--- src/rtl/pm_loader.sv ---
// pm_loader: boot loader; byte stream (in_valid/in_ready/in_byte) -> big-endian words on pm_we/pm_addr/pm_wdata, zero-fills the rest, cpu_hold/busy/done/err/word_count status
module pm_loader #(
  parameter int ADDR_WIDTH = 5,
  parameter int DEPTH      = 32,
  parameter int DATA_WIDTH = 16
) (
  input  logic                  clk,
  input  logic                  rst,
  input  logic                  start,
  input  logic                  in_valid,
  input  logic [7:0]            in_byte,
  output logic                  in_ready,
  output logic                  pm_we,
  output logic [ADDR_WIDTH-1:0] pm_addr,
  output logic [DATA_WIDTH-1:0] pm_wdata,
  output logic                  cpu_hold,
  output logic                  busy,
  output logic                  done,
  output logic                  err,
  output logic [ADDR_WIDTH:0]   word_count
);
  typedef enum logic [2:0] {IDLE, HDR, HI, LO, WR, FILL, DONE, ERR} state_t;
  localparam int AW1 = ADDR_WIDTH + 1;
  localparam logic [7:0] DEPTH_B = 8'(DEPTH);
  localparam logic [ADDR_WIDTH:0] DEPTH_N = AW1'(DEPTH);
  localparam logic [ADDR_WIDTH-1:0] LAST = ADDR_WIDTH'(DEPTH - 1);
  state_t state_q, state_d;
  logic [ADDR_WIDTH:0] n_q, n_d, wc_q, wc_d, ptr_nx;
  logic [ADDR_WIDTH-1:0] ptr_q, ptr_d, pm_addr_q, pm_addr_d;
  logic [7:0] hi_q, hi_d;
  logic [DATA_WIDTH-1:0] pm_wdata_q, pm_wdata_d;
  logic in_ready_q, in_ready_d, pm_we_q, pm_we_d, hold_q, hold_d;
  logic busy_q, busy_d, done_q, done_d, err_q, err_d, xfer;
  assign xfer   = in_valid && in_ready_q;
  assign ptr_nx = {1'b0, ptr_q} + AW1'(1);
  always_comb begin
    state_d    = state_q;
    n_d        = n_q;
    wc_d       = wc_q;
    ptr_d      = ptr_q;
    hi_d       = hi_q;
    pm_addr_d  = pm_addr_q;
    pm_wdata_d = pm_wdata_q;
    pm_we_d    = 1'b0;
    done_d     = 1'b0;
    hold_d     = hold_q;
    busy_d     = busy_q;
    err_d      = err_q;
    case (state_q)
      IDLE: if (start) begin
        state_d = HDR;
        wc_d    = '0;
        err_d   = 1'b0;
        hold_d  = 1'b1;
        busy_d  = 1'b1;
      end
      HDR: if (xfer) begin
        n_d   = in_byte[ADDR_WIDTH:0];
        ptr_d = '0;
        if (in_byte == 8'd0 || in_byte > DEPTH_B) begin
          state_d = ERR;
          err_d   = 1'b1;
          busy_d  = 1'b0;
        end else state_d = HI;
      end
      HI: if (xfer) begin
        hi_d    = in_byte;
        state_d = LO;
      end
      LO: if (xfer) begin
        state_d    = WR;
        pm_we_d    = 1'b1;
        pm_addr_d  = ptr_q;
        pm_wdata_d = DATA_WIDTH'({hi_q, in_byte});
      end
      WR: begin
        ptr_d = ptr_nx[ADDR_WIDTH-1:0];
        wc_d  = wc_q + AW1'(1);
        if (ptr_nx != n_q) state_d = HI;
        else if (n_q == DEPTH_N) begin
          state_d = DONE;
          done_d  = 1'b1;
        end else begin
          state_d    = FILL;
          pm_we_d    = 1'b1;
          pm_addr_d  = ptr_nx[ADDR_WIDTH-1:0];
          pm_wdata_d = '0;
        end
      end
      FILL: if (ptr_q == LAST) begin
        state_d = DONE;
        done_d  = 1'b1;
      end else begin
        ptr_d      = ptr_nx[ADDR_WIDTH-1:0];
        pm_we_d    = 1'b1;
        pm_addr_d  = ptr_nx[ADDR_WIDTH-1:0];
        pm_wdata_d = '0;
      end
      DONE: begin
        state_d = IDLE;
        hold_d  = 1'b0;
        busy_d  = 1'b0;
      end
      ERR: if (start) begin
        state_d = HDR;
        wc_d    = '0;
        err_d   = 1'b0;
        busy_d  = 1'b1;
      end
      default: state_d = IDLE;
    endcase
    in_ready_d = (state_d == HDR) || (state_d == HI) || (state_d == LO);
  end
  always_ff @(posedge clk) begin
    if (rst) begin
      state_q    <= IDLE;
      n_q        <= '0;
      wc_q       <= '0;
      ptr_q      <= '0;
      hi_q       <= '0;
      pm_addr_q  <= '0;
      pm_wdata_q <= '0;
      pm_we_q    <= 1'b0;
      done_q     <= 1'b0;
      hold_q     <= 1'b0;
      busy_q     <= 1'b0;
      err_q      <= 1'b0;
      in_ready_q <= 1'b0;
    end else begin
      state_q    <= state_d;
      n_q        <= n_d;
      wc_q       <= wc_d;
      ptr_q      <= ptr_d;
      hi_q       <= hi_d;
      pm_addr_q  <= pm_addr_d;
      pm_wdata_q <= pm_wdata_d;
      pm_we_q    <= pm_we_d;
      done_q     <= done_d;
      hold_q     <= hold_d;
      busy_q     <= busy_d;
      err_q      <= err_d;
      in_ready_q <= in_ready_d;
    end
  end
  assign in_ready   = in_ready_q;
  assign pm_we      = pm_we_q;
  assign pm_addr    = pm_addr_q;
  assign pm_wdata   = pm_wdata_q;
  assign cpu_hold   = hold_q;
  assign busy       = busy_q;
  assign done       = done_q;
  assign err        = err_q;
  assign word_count = wc_q;
endmodule

--- config.mk ---
export PLATFORM = sky130hd
export DESIGN_NAME = pm_loader
export DESIGN_NICKNAME = d
export VERILOG_FILES = /design/src/rtl/pm_loader.sv
export SDC_FILE = /design/constraint.sdc
export NUM_CORES = 1
export LEC_CHECK = 0
export ABC_AREA = 1
export CAP_MARGIN = 20
export CORE_UTILIZATION = 52
export CTS_CLUSTER_SIZE = 24
export DETAILED_ROUTE_END_ITERATION = 10
export MAX_ROUTING_LAYER = met4
export PLACE_DENSITY = 0.87
export SYNTH_ARGS = -nofsm -noshare
export SYNTH_HDL_FRONTEND = slang
export SYNTH_SLANG_ARGS = --single-unit
--- constraint.sdc ---
create_clock -name clk -period 2.5 [get_ports clk]
set_input_delay 0.25 -clock clk [delete_from_list [all_inputs] [get_ports clk]]
set_output_delay 0.25 -clock clk [all_outputs]
set_load 0.05 [all_outputs]
# Word level (Yosys, flattened, before mapping)
# Cells that the tools add are included.
[word_totals] inputBits=12 out_inout_bits=33 ff_bits=55
[op_classes] n_mux=41 n_addsub=2 eq_ne=21 reduce_logical=21 n_lt_le_gt_ge=1
[op_table] cell="16-bit 2-to-1 mux" count=4
[op_table] cell="16-bit case mux with 3 select lines" count=1
[op_table] cell="5-bit case mux with 3 select lines" count=2
[op_table] cell="5-bit 2-to-1 mux" count=5
[op_table] cell="3-bit 2-to-1 mux" count=7
[op_table] cell="3-bit case mux with 7 select lines" count=1
[op_table] cell="2-bit inequality test, second input constant" count=7
[op_table] cell="1-bit 2-to-1 mux" count=13
[op_table] cell="3-bit by 2-bit equality test with 1-bit output, second input constant" count=4
[op_table] cell="3-bit equality test, second input constant" count=4
[op_table] cell="6-bit case mux with 2 select lines" count=1
[op_table] cell="3-bit nonzero test" count=3
[op_table] cell="8-bit by 6-bit greater-than comparator with 1-bit output, second input constant" count=1
[op_table] cell="8-bit zero test" count=1
[op_table] cell="2-bit AND reduction" count=4
[op_table] cell="4-bit AND reduction" count=2
[op_table] cell="5-bit by 1-bit adder with 6-bit output, second input constant" count=1
[op_table] cell="6-bit by 1-bit adder with 6-bit output, second input constant" count=1
[op_table] cell="3-bit by 1-bit equality test with 1-bit output, second input constant" count=2
[op_table] cell="6-bit equality test, second input constant" count=1
[op_table] cell="6-bit 2-to-1 mux" count=1
[op_table] cell="6-bit inequality test" count=1
[op_table] cell="1-bit case mux with 2 select lines" count=3
[op_table] cell="1-bit case mux with 3 select lines" count=2
[op_table] cell="10 further kinds" count=14

# Longest topological paths before layout
[logic_depth] word_depth=8 ltp_mapped=15 depth_no_buf=15

# Worst setup path before layout
# OpenSTA, ideal clock, no wires.
[synth_path] kind="register to register" from="register ptr_q[0]" to="register pm_wdata_q[0] (netlist: pm_wdata[0])" setup_ns=0.132 synth_period_minus_slack_ns=2.094 path_slack_ns=0.406 stages_incl_launch_ff=16 n_path_buf=1 t_arrival_ns=1.962 path_cell_list="dfxtp_1 -> ha_1 -> nand2_1 -> nor2_1 -> ha_1 -> xnor2_1 -> nand3_1 -> nor2_2 -> nand2_2 -> nor2_4 -> nand3_2 -> nand3b_4 -> inv_2 -> buf_2 -> nand2_1 -> a21oi_1"
[synth_between] elab_chain_len=4 elab_cells_between_ends=6 classes_between="add/sub: 1; eq/ne: 4; reduce/logical: 1"
[synth_lines] item="start, declared" line_no="29" rtl="logic [ADDR_WIDTH-1:0] ptr_q, ptr_d, pm_addr_q, pm_addr_d;"
[synth_lines] item="start signal, assigned" line_no="133" rtl="ptr_q <= ptr_d;"
[synth_lines] item="5-bit by 1-bit adder with 6-bit output" line_no="35" rtl="assign ptr_nx = {1'b0, ptr_q} + AW1'(1);"
[synth_lines] item="6-bit inequality test" line_no="79" rtl="if (ptr_nx != n_q) state_d = HI;"
[synth_lines] item="2-bit inequality test (no source line)"
[synth_lines] item="5-bit AND reduction (no source line) (*)"
[synth_lines] item="end signal, assigned" line_no="136" rtl="pm_wdata_q <= pm_wdata_d;"
[synth_lines] item="end, declared" line_no="31" rtl="logic [DATA_WIDTH-1:0] pm_wdata_q, pm_wdata_d;"
# Mark *: on every way between the ends. The rest lies on a longest branch, timed or not.
# A chain may end at the register's enable or synchronous reset.

# Final worst setup path
[layout_path] from="register ptr_q[0]" to="register pm_wdata_q[9] (netlist: pm_wdata[9])"
# The elaborated chain is that of the path after synthesis.

==> flow_summary_export.csv <==
group,metric,value,unit
clock_tree,clock-sinks,55,
synth,synth_area,2540,um2
timing,setup_ws,0.193,ns
worst_hold_path,min-delay-path-class,"reg -> reg",
place,dp_cells,454,
power,p_leak,1.28,nW
grt,grt_use_met2,40.0,%
synth,syn_area_per_cell,7.25,um2
detailed_routing,via_per_inst,5.32,
place,gp_congestion,0.904,
layout,antenna_cells,0,
timing,clock_skew,0.00957,ns
detailed_routing,dr.first_iter.drc_count,205,
detailed_routing,ant_nets,0,
detailed_routing,vias,2481,
synth,yosysTopAreaCell,"dfxtp_1",
synth,yosysUniqueCellTypes,31,
synth,syn_nets,368,
run_status,outcome,"completed",
power,power,2.93,mW
timing,final-setup-viol-count,0,
setup_path,worstPathRequired,2.74,ns
synth,synth_seq_cells,55,
layout,seq_area,1110,um2
layout,nFillCells,395,
die,die_y,71.9,um
layout,drive_above_1_share,8.27,%
clock_tree,cts.clk_slew.worst_paths,0.09,ns
grt,grt_pass1_vias,2201,
layout,fin_nets,416,
layout,utilization,67.6,%
synth,ys_warn_count,0,
synth,ys_top_cells_by_area,"dfxtp_1 43%, nand2_1 8.7%, a21oi_1 7.7%",
die,die_w,71.9,um
grt,met1_usage,29.5,%
synth,ys_seq_area_share,43.4,%
power,p_per_area,918,nW/um2
timing,tightest_slew,0.676,ns
detailed_routing,wl,6070,um
place,dp_hpwl,4340,um
grt,busiest_layer,"met2",
place,dp_slack,0.102,ns
detailed_routing,drc,0,
timing,hold_ws,0.470,ns
die,die_area,5170,um2
layout,multi_input_area,1240,um2
setup_path,path_class,"reg -> reg",
synth,syn-instance-count,350,
setup_path,cp_max_fo,7,
power,ir_drop,0.513,mV
timing,fin_crit_sh,92.3,%
clock_tree,cts-htree-levels,2,
timing,finalSetupTns,0,ns
timing,drv_slew,0,
timing,hold_viol,0,
flow_run,drv_cap,0,
layout,finalNonFillerCells,466,
layout,finalInstanceArea,3190,um2
place,dpl_cell_area,3030,um2
detailed_routing,dr.pass1.iters,6,
die,rows,25,
place,port-buffer-count,44,
detailed_routing,wire_per_inst,13.0,um
grt,grtUsageMet3,4.08,%
clock_tree,clk_latency,0.31,ns
grt,grt_max_degree,29,
clock_tree,clk_path_buf_depth,2,
timing,fin_crit,2.31,ns
synth,synth_top_cell_area_share,43.4,%
layout,syn2layout_area_growth,25.7,%
timing,relSlewSlack,54.7,%
die,io_pins,45,
die,initial_core_util,53.7,%
clock_tree,root_buffer,"clkbuf_8",
die,core_area,4720,um2
grt,grt.overflow.total,0,
clock_tree,cts_buffers,5,
grt,grt_antenna_before_repair,0,
grt,track_usage,24.0,%
setup_path,setup.worst_path.start_class,"flip-flop",
grt,grt_pass1_wl,9570,um
setup_path,critPathArrivalTime,2.54,ns
clock_tree,cts_tree,"yes",
setup_path,cp-end-kind,"flip-flop",
timing,fmax,0.433,GHz
-- layer usage --
layer | share of wire (%) | wire, um
met5 | 0 | 0
met4 | 1.4 | 85
met3 | 6.4 | 388
met2 | 49 | 2950
met1 | 44 | 2640
-- cells in the mapped netlist --
library cell and count:
dfxtp_1 55, xnor2_1 1, clkbuf_1 5, inv_1 34
buf_1 1, buf_2 3, nand3_1 29, a211oi_1 1
nand3_2 2, a21oi_1 39, nand2_1 59, nor2_4 1
nor3_1 6, buf_6 3, and3_1 2, nor2_1 49
nand4_1 3, o211ai_1 1, a211oi_2 2, nor2_2 1
clkinv_1 1, nor4_1 3, nand3b_1 1, ha_1 6
inv_2 3, o21ai_1 3, o211a_1 1, nand2_2 5
nor3b_1 3, nand3b_4 1, o21ai_0 26
-- sequential cells by signal (all words and copies together), names as in the netlist --
register / flops
hi_q: 8
err: 1
busy: 1
n_q: 6
state_q: 3
pm_wdata: 16
ptr_q: 5
pm_we: 1
pm_addr: 5
cpu_hold: 1
word_count: 6
in_ready: 1
done: 1
-- report_power, final --
group	internal (mW)	switching (mW)	total, mW
clock network	0.303	0.290	0.593
logic	0.409	0.813	1.22
registers	1.00	0.112	1.12
-- repair_timing --
item	CTS	global route
setup endpoints to repair	0	22
hold buffers	0	0
resized for setup	0	7
buffers inserted	0	3
-- path summary, 6_finish.rpt --
check             startpoint  slack, ns  cells after the start     endpoint
hold / removal      cpu_hold       0.47                      2     cpu_hold
setup / recovery    ptr_q[0]       0.19                     14  pm_wdata[9]
setup reg to reg    ptr_q[0]       0.19                     14  pm_wdata[9]
hold reg to reg     cpu_hold       0.47                      2     cpu_hold
-- cell usage in the layout (no fill, tap or decap) --
master           netlist  routed
a211oi_1               1       1
a211oi_2               2       2
a21oi_1               39      39
and3_1                 2       2
buf_4                  0       8
bufinv_16              0       1
clkbuf_1               5       1
clkbuf_8               0       5
clkdlybuf4s50_1        0      44
clkinv_1               1       1
dfxtp_1               55      53
dfxtp_4                0       2
ha_1                   6       6
inv_1                 34      34
inv_2                  3       2
inv_4                  0       1
inv_6                  0       1
nand2_1               59      59
nand2_2                5       5
nand3_1               29      29
nand3_2                2       1
nand3_4                0       1
nand3b_1               1       1
nand3b_2               0       1
nand3b_4               1       1
nand4_1                3       3
nor2_1                49      49
nor2_2                 1       1
nor2_4                 1       1
nor3_1                 6       6
nor3b_1                3       3
nor4_1                 3       3
o211a_1                1       1
o211ai_1               1       1
o21ai_0               26      26
o21ai_1                3       3
xnor2_1                1       1
-- worst max-delay path, stage by stage (launching register included) --
cell and delay [ns]:
dfxtp_4 0.37, ha_1 0.21, nand2_1 0.11, nor2_1 0.05, ha_1 0.30, xnor2_1 0.15
nand3_1 0.10, nor2_2 0.10, nand2_2 0.07, nor2_4 0.14, nand3_4 0.11, nand3b_4 0.14
buf_4 0.16, nand3_1 0.07, a21oi_1 0.15
-- kinds of logic after synthesis --
kind of cell	synth area share [%]
xor gates and xnor gates	0.345
and+or+nand+nor	29.5
DFF	43.4
adders and majority gates	2.96
AOI/OAI and AO/OA	15.4
buffers and inverters	8.43
-- area by class of cell --
class / instances / area share [%]
Tap cell: 67 / 2.63
Clock inverter: 2 / 1.22
Sequential cell: 55 / 34.7
Clock buffer: 6 / 2.27
Timing Repair Buffer: 52 / 15.7
Inverter: 38 / 4.55
Multi-Input combinational cell: 246 / 38.9
No activity file was read; power rests on OpenSTA's default activity.
